<file path="src/rtl/config_regmap_ctrl_if.sv">
// -----------------------------------------------------------------------------
// config_regmap_ctrl_if
//
// Byte-stream bus between the UART pair and the configuration controller.
//   rx_valid / rx_data : one-cycle strobe plus byte from the UART receiver
//   tx_ready           : UART transmitter can accept a byte
//   tx_valid / tx_data : response byte offered to the UART transmitter
//
// Modports:
//   master : the UART side (drives received bytes and tx_ready)
//   slave  : the controller side (consumes received bytes, offers tx bytes)
// -----------------------------------------------------------------------------
interface config_regmap_ctrl_if;
    logic       rx_valid;
    logic [7:0] rx_data;
    logic       tx_ready;
    logic       tx_valid;
    logic [7:0] tx_data;

    modport master (
        output rx_valid,
        output rx_data,
        output tx_ready,
        input  tx_valid,
        input  tx_data
    );

    modport slave (
        input  rx_valid,
        input  rx_data,
        input  tx_ready,
        output tx_valid,
        output tx_data
    );
endinterface

</file>
<file path="src/rtl/config_regmap_ctrl.sv">
// -----------------------------------------------------------------------------
// config_regmap_ctrl
//
// Packet decoder and configuration register file. Parses 4-byte packets
// (HDR, ADDR, DATA, CHK) from the UART receiver, executes register writes,
// reads and soft resets, and returns 4-byte read responses through the UART
// transmitter. Supports chip addressing with broadcast ID 0xF, per-register
// reset defaults, XOR checksum, an inter-byte timeout and error pulses.
//
// Parameters:
//   NUMREGS    : number of 8-bit configuration registers (1..255)
//   RESET_VALS : flat default values, register k at [8k+7:8k]
//   TIMEOUT    : idle cycles between bytes of one packet that abort it
//
// Ports:
//   clk         : core clock, rising edge
//   reset       : asynchronous, active-high reset
//   chip_id     : strapped chip address (0xF is the broadcast ID)
//   bus         : UART byte stream (slave modport)
//   config_bits : flat register contents, register k at [8k+7:8k]
//   cmd_error   : one-cycle pulse when a packet or byte is rejected
//   busy        : high whenever the controller is not idle
// -----------------------------------------------------------------------------
module config_regmap_ctrl #(
    parameter int                   NUMREGS    = 64,
    parameter logic [NUMREGS*8-1:0] RESET_VALS = '0,
    parameter int                   TIMEOUT    = 1023
) (
    input  logic                   clk,
    input  logic                   reset,
    input  logic [3:0]             chip_id,
    config_regmap_ctrl_if.slave    bus,
    output logic [NUMREGS*8-1:0]   config_bits,
    output logic                   cmd_error,
    output logic                   busy
);

    typedef enum logic [2:0] {
        S_IDLE,
        S_ADDR,
        S_DATA,
        S_CHK,
        S_EXEC,
        S_RESP
    } state_t;

    // What EXEC will do with the packet; decided when the CHK byte arrives
    // so that cmd_error can already be high during the EXEC cycle.
    typedef enum logic [2:0] {
        ACT_DISCARD,
        ACT_ERROR,
        ACT_WRITE,
        ACT_SRST,
        ACT_READ
    } act_t;

    localparam logic [1:0]  OP_WRITE  = 2'b00;
    localparam logic [1:0]  OP_READ   = 2'b01;
    localparam logic [1:0]  OP_SRST   = 2'b10;
    localparam logic [3:0]  BCAST_ID  = 4'hF;
    localparam logic [8:0]  NUMREGS_W = 9'(NUMREGS);
    // The gap counter value on which one more idle cycle makes it TIMEOUT.
    localparam logic [15:0] GAP_LAST  = 16'(TIMEOUT - 1);

    function automatic act_t classify(input logic [7:0] hdr,
                                      input logic [7:0] addr,
                                      input logic [7:0] data,
                                      input logic [7:0] chk,
                                      input logic [3:0] id);
        logic bcast;
        logic ours;
        logic addr_op;
        act_t act;
        bcast   = (hdr[7:4] == BCAST_ID);
        ours    = (hdr[7:4] == id) || bcast;
        addr_op = (hdr[3:2] == OP_WRITE) || (hdr[3:2] == OP_READ);
        if (!ours) begin
            act = ACT_DISCARD;
        end else if ((chk != (hdr ^ addr ^ data)) || (hdr[1:0] != 2'b00) ||
                     (hdr[3:2] == 2'b11) ||
                     (addr_op && ({1'b0, addr} >= NUMREGS_W))) begin
            act = ACT_ERROR;
        end else if (hdr[3:2] == OP_WRITE) begin
            act = ACT_WRITE;
        end else if (hdr[3:2] == OP_SRST) begin
            act = ACT_SRST;
        end else begin
            // Broadcast reads are dropped so several chips never drive TX.
            act = bcast ? ACT_DISCARD : ACT_READ;
        end
        return act;
    endfunction

    state_t      state_q,     state_d;
    act_t        act_q,       act_d;
    logic [7:0]  hdr_q,       hdr_d;
    logic [7:0]  addr_q,      addr_d;
    logic [7:0]  data_q,      data_d;
    logic [15:0] gap_q,       gap_d;
    logic [1:0]  tx_idx_q,    tx_idx_d;
    logic [7:0]  rd_byte_q,   rd_byte_d;
    logic        tx_valid_q,  tx_valid_d;
    logic [7:0]  tx_data_q,   tx_data_d;
    logic        cmd_error_q, cmd_error_d;
    logic        busy_q,      busy_d;
    logic [7:0]  regs_q [NUMREGS];
    logic [7:0]  regs_d [NUMREGS];

    logic [7:0]  rd_mux;
    logic [7:0]  resp_hdr;
    logic [1:0]  next_idx;
    logic [7:0]  next_byte;

    // Read mux written as a compare loop so the 8-bit ADDR never has to be
    // narrowed to the register index width.
    always_comb begin
        rd_mux = 8'h00;
        for (int k = 0; k < NUMREGS; k++) begin
            if (addr_q == 8'(k)) rd_mux = regs_q[k];
        end
    end

    // Response bytes: header, ADDR, sampled register value, XOR of the three.
    assign resp_hdr = {chip_id, 4'b0100};
    assign next_idx = tx_idx_q + 2'd1;

    always_comb begin
        case (next_idx)
            2'd1:    next_byte = addr_q;
            2'd2:    next_byte = rd_byte_q;
            2'd3:    next_byte = resp_hdr ^ addr_q ^ rd_byte_q;
            default: next_byte = resp_hdr;
        endcase
    end

    // NOTE: every signal gets its hold/idle value before the case statement,
    // so no path through the logic leaves one unassigned and no latch forms.
    always_comb begin
        state_d     = state_q;
        act_d       = act_q;
        hdr_d       = hdr_q;
        addr_d      = addr_q;
        data_d      = data_q;
        gap_d       = gap_q;
        tx_idx_d    = tx_idx_q;
        rd_byte_d   = rd_byte_q;
        tx_valid_d  = tx_valid_q;
        tx_data_d   = tx_data_q;
        cmd_error_d = 1'b0;
        regs_d      = regs_q;

        case (state_q)
            S_IDLE: begin
                gap_d = 16'd0;
                if (bus.rx_valid) begin
                    hdr_d   = bus.rx_data;
                    state_d = S_ADDR;
                end
            end

            S_ADDR, S_DATA, S_CHK: begin
                if (bus.rx_valid) begin
                    gap_d = 16'd0;
                    case (state_q)
                        S_ADDR: begin
                            addr_d  = bus.rx_data;
                            state_d = S_DATA;
                        end
                        S_DATA: begin
                            data_d  = bus.rx_data;
                            state_d = S_CHK;
                        end
                        default: begin
                            act_d       = classify(hdr_q, addr_q, data_q,
                                                   bus.rx_data, chip_id);
                            cmd_error_d = (act_d == ACT_ERROR);
                            state_d     = S_EXEC;
                        end
                    endcase
                end else if (gap_q == GAP_LAST) begin
                    // This idle cycle brings the gap to TIMEOUT: abort.
                    gap_d       = 16'd0;
                    cmd_error_d = 1'b1;
                    state_d     = S_IDLE;
                end else begin
                    gap_d = gap_q + 16'd1;
                end
            end

            S_EXEC: begin
                cmd_error_d = bus.rx_valid;
                state_d     = S_IDLE;
                case (act_q)
                    ACT_WRITE: begin
                        for (int k = 0; k < NUMREGS; k++) begin
                            if (addr_q == 8'(k)) regs_d[k] = data_q;
                        end
                    end
                    ACT_SRST: begin
                        for (int k = 0; k < NUMREGS; k++) begin
                            regs_d[k] = RESET_VALS[8*k +: 8];
                        end
                    end
                    ACT_READ: begin
                        // Sample now so the queued response is fixed.
                        rd_byte_d  = rd_mux;
                        tx_idx_d   = 2'd0;
                        tx_valid_d = 1'b1;
                        tx_data_d  = resp_hdr;
                        state_d    = S_RESP;
                    end
                    default: ;
                endcase
            end

            S_RESP: begin
                cmd_error_d = bus.rx_valid;
                if (tx_valid_q && bus.tx_ready) begin
                    if (tx_idx_q == 2'd3) begin
                        tx_valid_d = 1'b0;
                        tx_data_d  = 8'h00;
                        state_d    = S_IDLE;
                    end else begin
                        tx_idx_d  = next_idx;
                        tx_data_d = next_byte;
                    end
                end
            end

            default: state_d = S_IDLE;
        endcase

        busy_d = (state_d != S_IDLE);
    end

    // NOTE: the register file is built from flops with a reset rather than a
    // RAM, because every bit drives an analog net and must come up at its
    // default the moment reset asserts.
    always_ff @(posedge clk or posedge reset) begin
        if (reset) begin
            state_q     <= S_IDLE;
            act_q       <= ACT_DISCARD;
            hdr_q       <= 8'h00;
            addr_q      <= 8'h00;
            data_q      <= 8'h00;
            gap_q       <= 16'd0;
            tx_idx_q    <= 2'd0;
            rd_byte_q   <= 8'h00;
            tx_valid_q  <= 1'b0;
            tx_data_q   <= 8'h00;
            cmd_error_q <= 1'b0;
            busy_q      <= 1'b0;
            for (int k = 0; k < NUMREGS; k++) begin
                regs_q[k] <= RESET_VALS[8*k +: 8];
            end
        end else begin
            // NOTE: non-blocking assignments so every flop samples the values
            // computed from the previous state, independent of statement order.
            state_q     <= state_d;
            act_q       <= act_d;
            hdr_q       <= hdr_d;
            addr_q      <= addr_d;
            data_q      <= data_d;
            gap_q       <= gap_d;
            tx_idx_q    <= tx_idx_d;
            rd_byte_q   <= rd_byte_d;
            tx_valid_q  <= tx_valid_d;
            tx_data_q   <= tx_data_d;
            cmd_error_q <= cmd_error_d;
            busy_q      <= busy_d;
            regs_q      <= regs_d;
        end
    end

    for (genvar g = 0; g < NUMREGS; g++) begin : g_cfg
        assign config_bits[8*g +: 8] = regs_q[g];
    end

    assign bus.tx_valid = tx_valid_q;
    assign bus.tx_data  = tx_data_q;
    assign cmd_error    = cmd_error_q;
    assign busy         = busy_q;

endmodule
</file>
<file path="src/flat_wrapper.sv">
// flat-port wrapper written by rule: the top's interface ports become plain ports
module config_regmap_ctrl_flat 
#(
    parameter int                   NUMREGS    = 64,
    parameter logic [NUMREGS*8-1:0] RESET_VALS = '0,
    parameter int                   TIMEOUT    = 1023
)
  (clk, reset, chip_id, config_bits, cmd_error, busy, bus_rx_valid, bus_rx_data, bus_tx_ready, bus_tx_valid, bus_tx_data);
  config_regmap_ctrl_if bus_i ();
  input  logic clk;
  input  logic reset;
  input  logic [3:0] chip_id;
  output logic [NUMREGS*8-1:0] config_bits;
  output logic cmd_error;
  output logic busy;
  input wire logic [$bits(bus_i.rx_valid)-1:0] bus_rx_valid;
  input wire logic [$bits(bus_i.rx_data)-1:0] bus_rx_data;
  input wire logic [$bits(bus_i.tx_ready)-1:0] bus_tx_ready;
  output wire logic [$bits(bus_i.tx_valid)-1:0] bus_tx_valid;
  output wire logic [$bits(bus_i.tx_data)-1:0] bus_tx_data;
  assign bus_i.rx_valid = bus_rx_valid;
  assign bus_i.rx_data = bus_rx_data;
  assign bus_i.tx_ready = bus_tx_ready;
  assign bus_tx_valid = bus_i.tx_valid;
  assign bus_tx_data = bus_i.tx_data;
  config_regmap_ctrl #(.NUMREGS(NUMREGS), .RESET_VALS(RESET_VALS), .TIMEOUT(TIMEOUT)) u_core (.clk(clk), .reset(reset), .chip_id(chip_id), .bus(bus_i), .config_bits(config_bits), .cmd_error(cmd_error), .busy(busy));
endmodule
</file>
<file path="config.mk">
export PLATFORM = sky130hd
export DESIGN_NAME = config_regmap_ctrl_flat
export DESIGN_NICKNAME = d
export VERILOG_FILES = /design/src/rtl/config_regmap_ctrl_if.sv /design/src/rtl/config_regmap_ctrl.sv /design/src/flat_wrapper.sv
export SDC_FILE = /design/constraint.sdc
export NUM_CORES = 1
export LEC_CHECK = 0
export CORE_MARGIN = 3
export CORE_UTILIZATION = 35
export CTS_BUF_LIST = sky130_fd_sc_hd__clkbuf_8
export DETAILED_ROUTE_END_ITERATION = 12
export SYNTH_ARGS = -nofsm -noshare
export SYNTH_HDL_FRONTEND = slang
export SYNTH_SLANG_ARGS = --single-unit
</file>
<file path="constraint.sdc">
create_clock -name clk -period 21.6 [get_ports clk]
set_input_delay 4.32 -clock clk [delete_from_list [all_inputs] [get_ports clk]]
set_output_delay 4.32 -clock clk [all_outputs]
set_load 0.05 [all_outputs]
</file>
==> results.sh <==
export IMPL_hold_depth=2
export IMPL_antenna_found_initial=7
export IMPL_first_iter_violations=3547
export IMPL_die_h_um=292
export IMPL_ys_seq_elements=579
export IMPL_synth_ff_type="sky130_fd_sc_hd__dfrtp_1"
export IMPL_flow_area_growth_from_synthesis_pct=29.6
export IMPL_first_pass_grt_wire_length_um=208000
export IMPL_number_of_remaining_drc_errors=1
export IMPL_cts_buffers_inserted=100
export IMPL_sort_of_element_at_the_start_of_the_critical_path="primary input"
export IMPL_reg2reg_slack_ns=16.60
export IMPL_slew_violations=0
export IMPL_required_ns=22.28
export IMPL_power_total_mw=3.75
export IMPL_worstPathMaxFanout=166
export IMPL_post_route_worst_hold_slack_ns=0.482
export IMPL_worst_r2r_cell_count=9
export IMPL_ff_latch_area_um2=14500
export IMPL_ys_seq_area_frac=0.507
export IMPL_num_nets_final=3372
export IMPL_max_slew_worst_pin_slew_ns=1.28
export IMPL_gpl_final_weighted_congestion=0.982
export IMPL_max_cap_viol_count=0
export IMPL_via_per_inst=6.09
export IMPL_multiInputGateArea_um2=13000
export IMPL_run_status="complete, but fails checks"
export IMPL_period_needed_ns=6.59
export IMPL_die_w_um=292
export IMPL_cts_htree_levels=3
export IMPL_max_slew_margin=0.143
export IMPL_setup_viol=0
export IMPL_finalCritPeriodShare=0.305
export IMPL_hold_buffers=0
export IMPL_layoutNonFillerInstCount=4497
export IMPL_synth_lib_cells_used_distinct=91
export IMPL_total_vias_in_the_final_route=27400
export IMPL_cpPeakStageDelay_ns=0.90
export IMPL_globalRouteMet3Util=0.0983
export IMPL_post_drt_wl_per_cell_um=33.0
export IMPL_clk_pin_slew_ns=0.06
export IMPL_final_hold_vio_count=0
export IMPL_synth_async_sr_flop_share=1.00
export IMPL_violated_checks="design-rule violations"
export IMPL_synthesis_area_per_instance_um2=9.93
export IMPL_drtPass1Iterations=10
export IMPL_final_antenna_net_count=0
export IMPL_synth_fp_nets=2900
export IMPL_critical_path_slowest_cell="sky130_fd_sc_hd__buf_4"
export IMPL_worst_clock_skew_ns=0.0451
export IMPL_cp_launch_point="reset"
export IMPL_clockRootBuffer="sky130_fd_sc_hd__clkbuf_8"
export IMPL_io_pin_count=539
export IMPL_synth_cell_area_um2=28600
export IMPL_numClockSinks=579
export IMPL_fmax_mhz=152
export IMPL_row_count=104
export IMPL_p_leak_nw=15.7
export IMPL_critical_path_cell_chain="clkdlybuf4s50_1 > inv_8 > buf_12 > buf_4"
export IMPL_route_final_wire_length_um=148000
export IMPL_critPathKind="primary input to asynchronous set/reset pin"
export IMPL_yosys_warnings=0
export IMPL_clock_tree_from_tritoncts="done"
export IMPL_crit_reg2reg_launch="u_core.addr_q[1]"
export IMPL_critical_path_data_arrival_time_ns=7.27
export IMPL_gr_usage_met1=0.441
export IMPL_cts_path_max_buffers=3
export IMPL_clkLatencyLatePin_ns=0.73
export IMPL_hold_class="register to register"
export IMPL_global_route_usage_total=0.339
export IMPL_die_area_um2=85200
export IMPL_core_region_area_um2=80700
export IMPL_grt_overflow_total=0
export IMPL_initial_core_util=0.354
export IMPL_grt_start_max_net_pins=167
export IMPL_rsz_0062_raised_after_global_routing="false"
export IMPL_end_kind="asynchronous set/reset pin"
export IMPL_postCtsResizedCells=0
export IMPL_cts_setup_buffers=0
export IMPL_hold_path_startpoint="u_core.bus.tx_data[5]"
export IMPL_r2r_end="u_core.rd_byte_q[3]"
export IMPL_dpl_hpwl_um=107000
export IMPL_final_layout_size_suffix_gt1_frac=0.163
export IMPL_max_vdd_drop_uv=84.5
export IMPL_synth_cells=2878
export IMPL_synth_edff_count=0
export IMPL_grt_util_met2=0.522
export IMPL_hold_path_end="u_core.bus.tx_data[5]"
export IMPL_vias_in_the_first_global_route=26500
export IMPL_most_used_routing_layer="met2"
export IMPL_power_per_cell_area_nw_per_um2=101
export IMPL_numPlacedInstances=4308
export IMPL_finalSetupTns_ns=0
export IMPL_buffer_ports_inserted=538
export IMPL_num_fill_cells=7819
[critical path: cells and delay by family]
| family | cells | cell delay [ns] |
|---|---|---|
| buffers and inverters | 4 | 2.65 |
[cells by family (layout without fill, tap and decap cells)]
logic type,count (synthesis),count (layout),share of synthesized area
AOI/OAI and AO/OA,913,913,0.193
and+or+nand+nor,803,803,0.132
DFF,579,579,0.507
muxes,286,286,0.113
buffers and inverters,250,804,0.0402
xor gates and xnor gates,41,41,0.0126
adders and majority gates,6,6,0.00263
other,0,5,0
[worst max-delay path by stage]
| stage | to | slack, ns | cells past startpoint |
|---|---|---|---|
| 6_report | u_core.config_bits[429] | 15.01 | 4 |
| 2_1_floorplan | u_core.act_q[0] | 1.08 | 1 |
| 3_5_place_dp | u_core.config_bits[384] | 14.22 | 4 |
| 4_1_cts | u_core.config_bits[407] | 15.01 | 4 |
| 3_3_place_gp | u_core.config_bits[384] | 14.22 | 4 |
| 5_1_grt | u_core.config_bits[407] | 14.64 | 4 |
[metal layers]
layer | vias up | part of all wire
met3 | 414 | 0.10
met1 | 13800 | 0.39
li1 | 11400 | -
met2 | 1720 | 0.45
met4 | 4 | 0.055
met5 | - | 0.00022
[cell usage in the layout (no fill, tap or decap), drive strengths merged, types with 11 or more instances in the layout]
cell,instances
nand2b,11
nor4,14
and2,13
a222oi,14
clkbuf,132
o21ai,450
nor3,31
o22ai,51
nand3,39
mux2,255
nor2,173
nand4,11
clkdlybuf4s50,538
a221oi,36
a31oi,13
mux2i,28
nor2b,17
a21oi,144
buf,64
a211oi,28
o221ai,22
o211ai,18
a22oi,35
dfrtp,579
xor2,13
clkinv,15
inv,49
xnor2,28
nand2,426
and3,16
[flip-flops by register name, indices dropped and copies added (netlist names)]
| signal | cells |
|---|---|
| u_core.bus.tx_data | 8 |
| u_core.hdr_q | 8 |
| u_core.bus.tx_valid | 1 |
| u_core.state_q | 3 |
| u_core.rd_byte_q | 8 |
| u_core.act_q | 3 |
| u_core.gap_q | 16 |
| u_core.cmd_error | 1 |
| u_core.data_q | 8 |
| u_core.busy | 1 |
| u_core.tx_idx_q | 2 |
| u_core.config_bits | 512 |
| u_core.addr_q | 8 |
[layout make-up]
cell class,count,area share
diodes,5,0.000338
clock buffers,132,0.0490
clock inverters,52,0.0109
inverters,18,0.00203
multi-input cells,2049,0.352
flip-flops and latches,579,0.391
well taps,1060,0.0358
repair buffers,602,0.159
[where the power goes]
group,internal [mW],leakage (nW),switching [mW]
clock network,0.611,1.25,0.498
registers,1.12,8.02,0.138
logic,0.342,6.40,1.04
total,2.08,15.7,1.67
[synth_stat cells (8+ instances only)]
| cell | number | area share |
|---|---|---|
| sky130_fd_sc_hd__nor2_1 | 138 | 0.018 |
| sky130_fd_sc_hd__and2_1 | 12 | 0.0026 |
| sky130_fd_sc_hd__mux2_2 | 255 | 0.10 |
| sky130_fd_sc_hd__a211o_1 | 9 | 0.0028 |
| sky130_fd_sc_hd__o22ai_1 | 51 | 0.011 |
| sky130_fd_sc_hd__o211ai_1 | 18 | 0.0047 |
| sky130_fd_sc_hd__a21oi_1 | 144 | 0.025 |
| sky130_fd_sc_hd__o2111ai_1 | 8 | 0.0025 |
| sky130_fd_sc_hd__a21o_1 | 8 | 0.0021 |
| sky130_fd_sc_hd__o21ai_0 | 407 | 0.071 |
| sky130_fd_sc_hd__nand2_1 | 426 | 0.056 |
| sky130_fd_sc_hd__o21ai_1 | 42 | 0.0074 |
| sky130_fd_sc_hd__nor2_2 | 34 | 0.0074 |
| sky130_fd_sc_hd__buf_2 | 63 | 0.011 |
| sky130_fd_sc_hd__nand3_1 | 39 | 0.0068 |
| sky130_fd_sc_hd__nor2b_1 | 17 | 0.0037 |
| sky130_fd_sc_hd__clkbuf_1 | 135 | 0.018 |
| sky130_fd_sc_hd__nand4_1 | 11 | 0.0024 |
| sky130_fd_sc_hd__a221o_1 | 9 | 0.0032 |
| sky130_fd_sc_hd__inv_1 | 17 | 0.0022 |
| sky130_fd_sc_hd__mux2i_1 | 28 | 0.0098 |
| sky130_fd_sc_hd__a31oi_1 | 13 | 0.0028 |
| sky130_fd_sc_hd__nor3_1 | 30 | 0.0053 |
| sky130_fd_sc_hd__a211oi_1 | 27 | 0.0071 |
| sky130_fd_sc_hd__o221ai_1 | 22 | 0.0067 |
| sky130_fd_sc_hd__and3_1 | 16 | 0.0035 |
| sky130_fd_sc_hd__xnor2_1 | 28 | 0.0086 |
| sky130_fd_sc_hd__dfrtp_1 | 579 | 0.51 |
| sky130_fd_sc_hd__xor2_1 | 13 | 0.0040 |
| sky130_fd_sc_hd__o31ai_1 | 9 | 0.0024 |
| sky130_fd_sc_hd__a22oi_1 | 35 | 0.0092 |
| sky130_fd_sc_hd__nor4_1 | 12 | 0.0026 |
| sky130_fd_sc_hd__a22o_1 | 9 | 0.0028 |
| sky130_fd_sc_hd__a221oi_1 | 36 | 0.011 |
| sky130_fd_sc_hd__buf_4 | 21 | 0.0055 |
| sky130_fd_sc_hd__a222oi_1 | 14 | 0.0049 |
| sky130_fd_sc_hd__nand2b_1 | 11 | 0.0024 |
[metrics by stage]
stage | util | worst slack, ns | cell area, um2
floorplan | - | 1.08 | 28600
global placement | 0.432 | 14.22 | 34800
detailed placement | 0.432 | 14.22 | 34800
CTS | 0.459 | 15.01 | 37100
global route | 0.459 | 14.64 | 37100
finish | 0.459 | 15.01 | 37100
No activity file was read; power rests on OpenSTA's default activity.
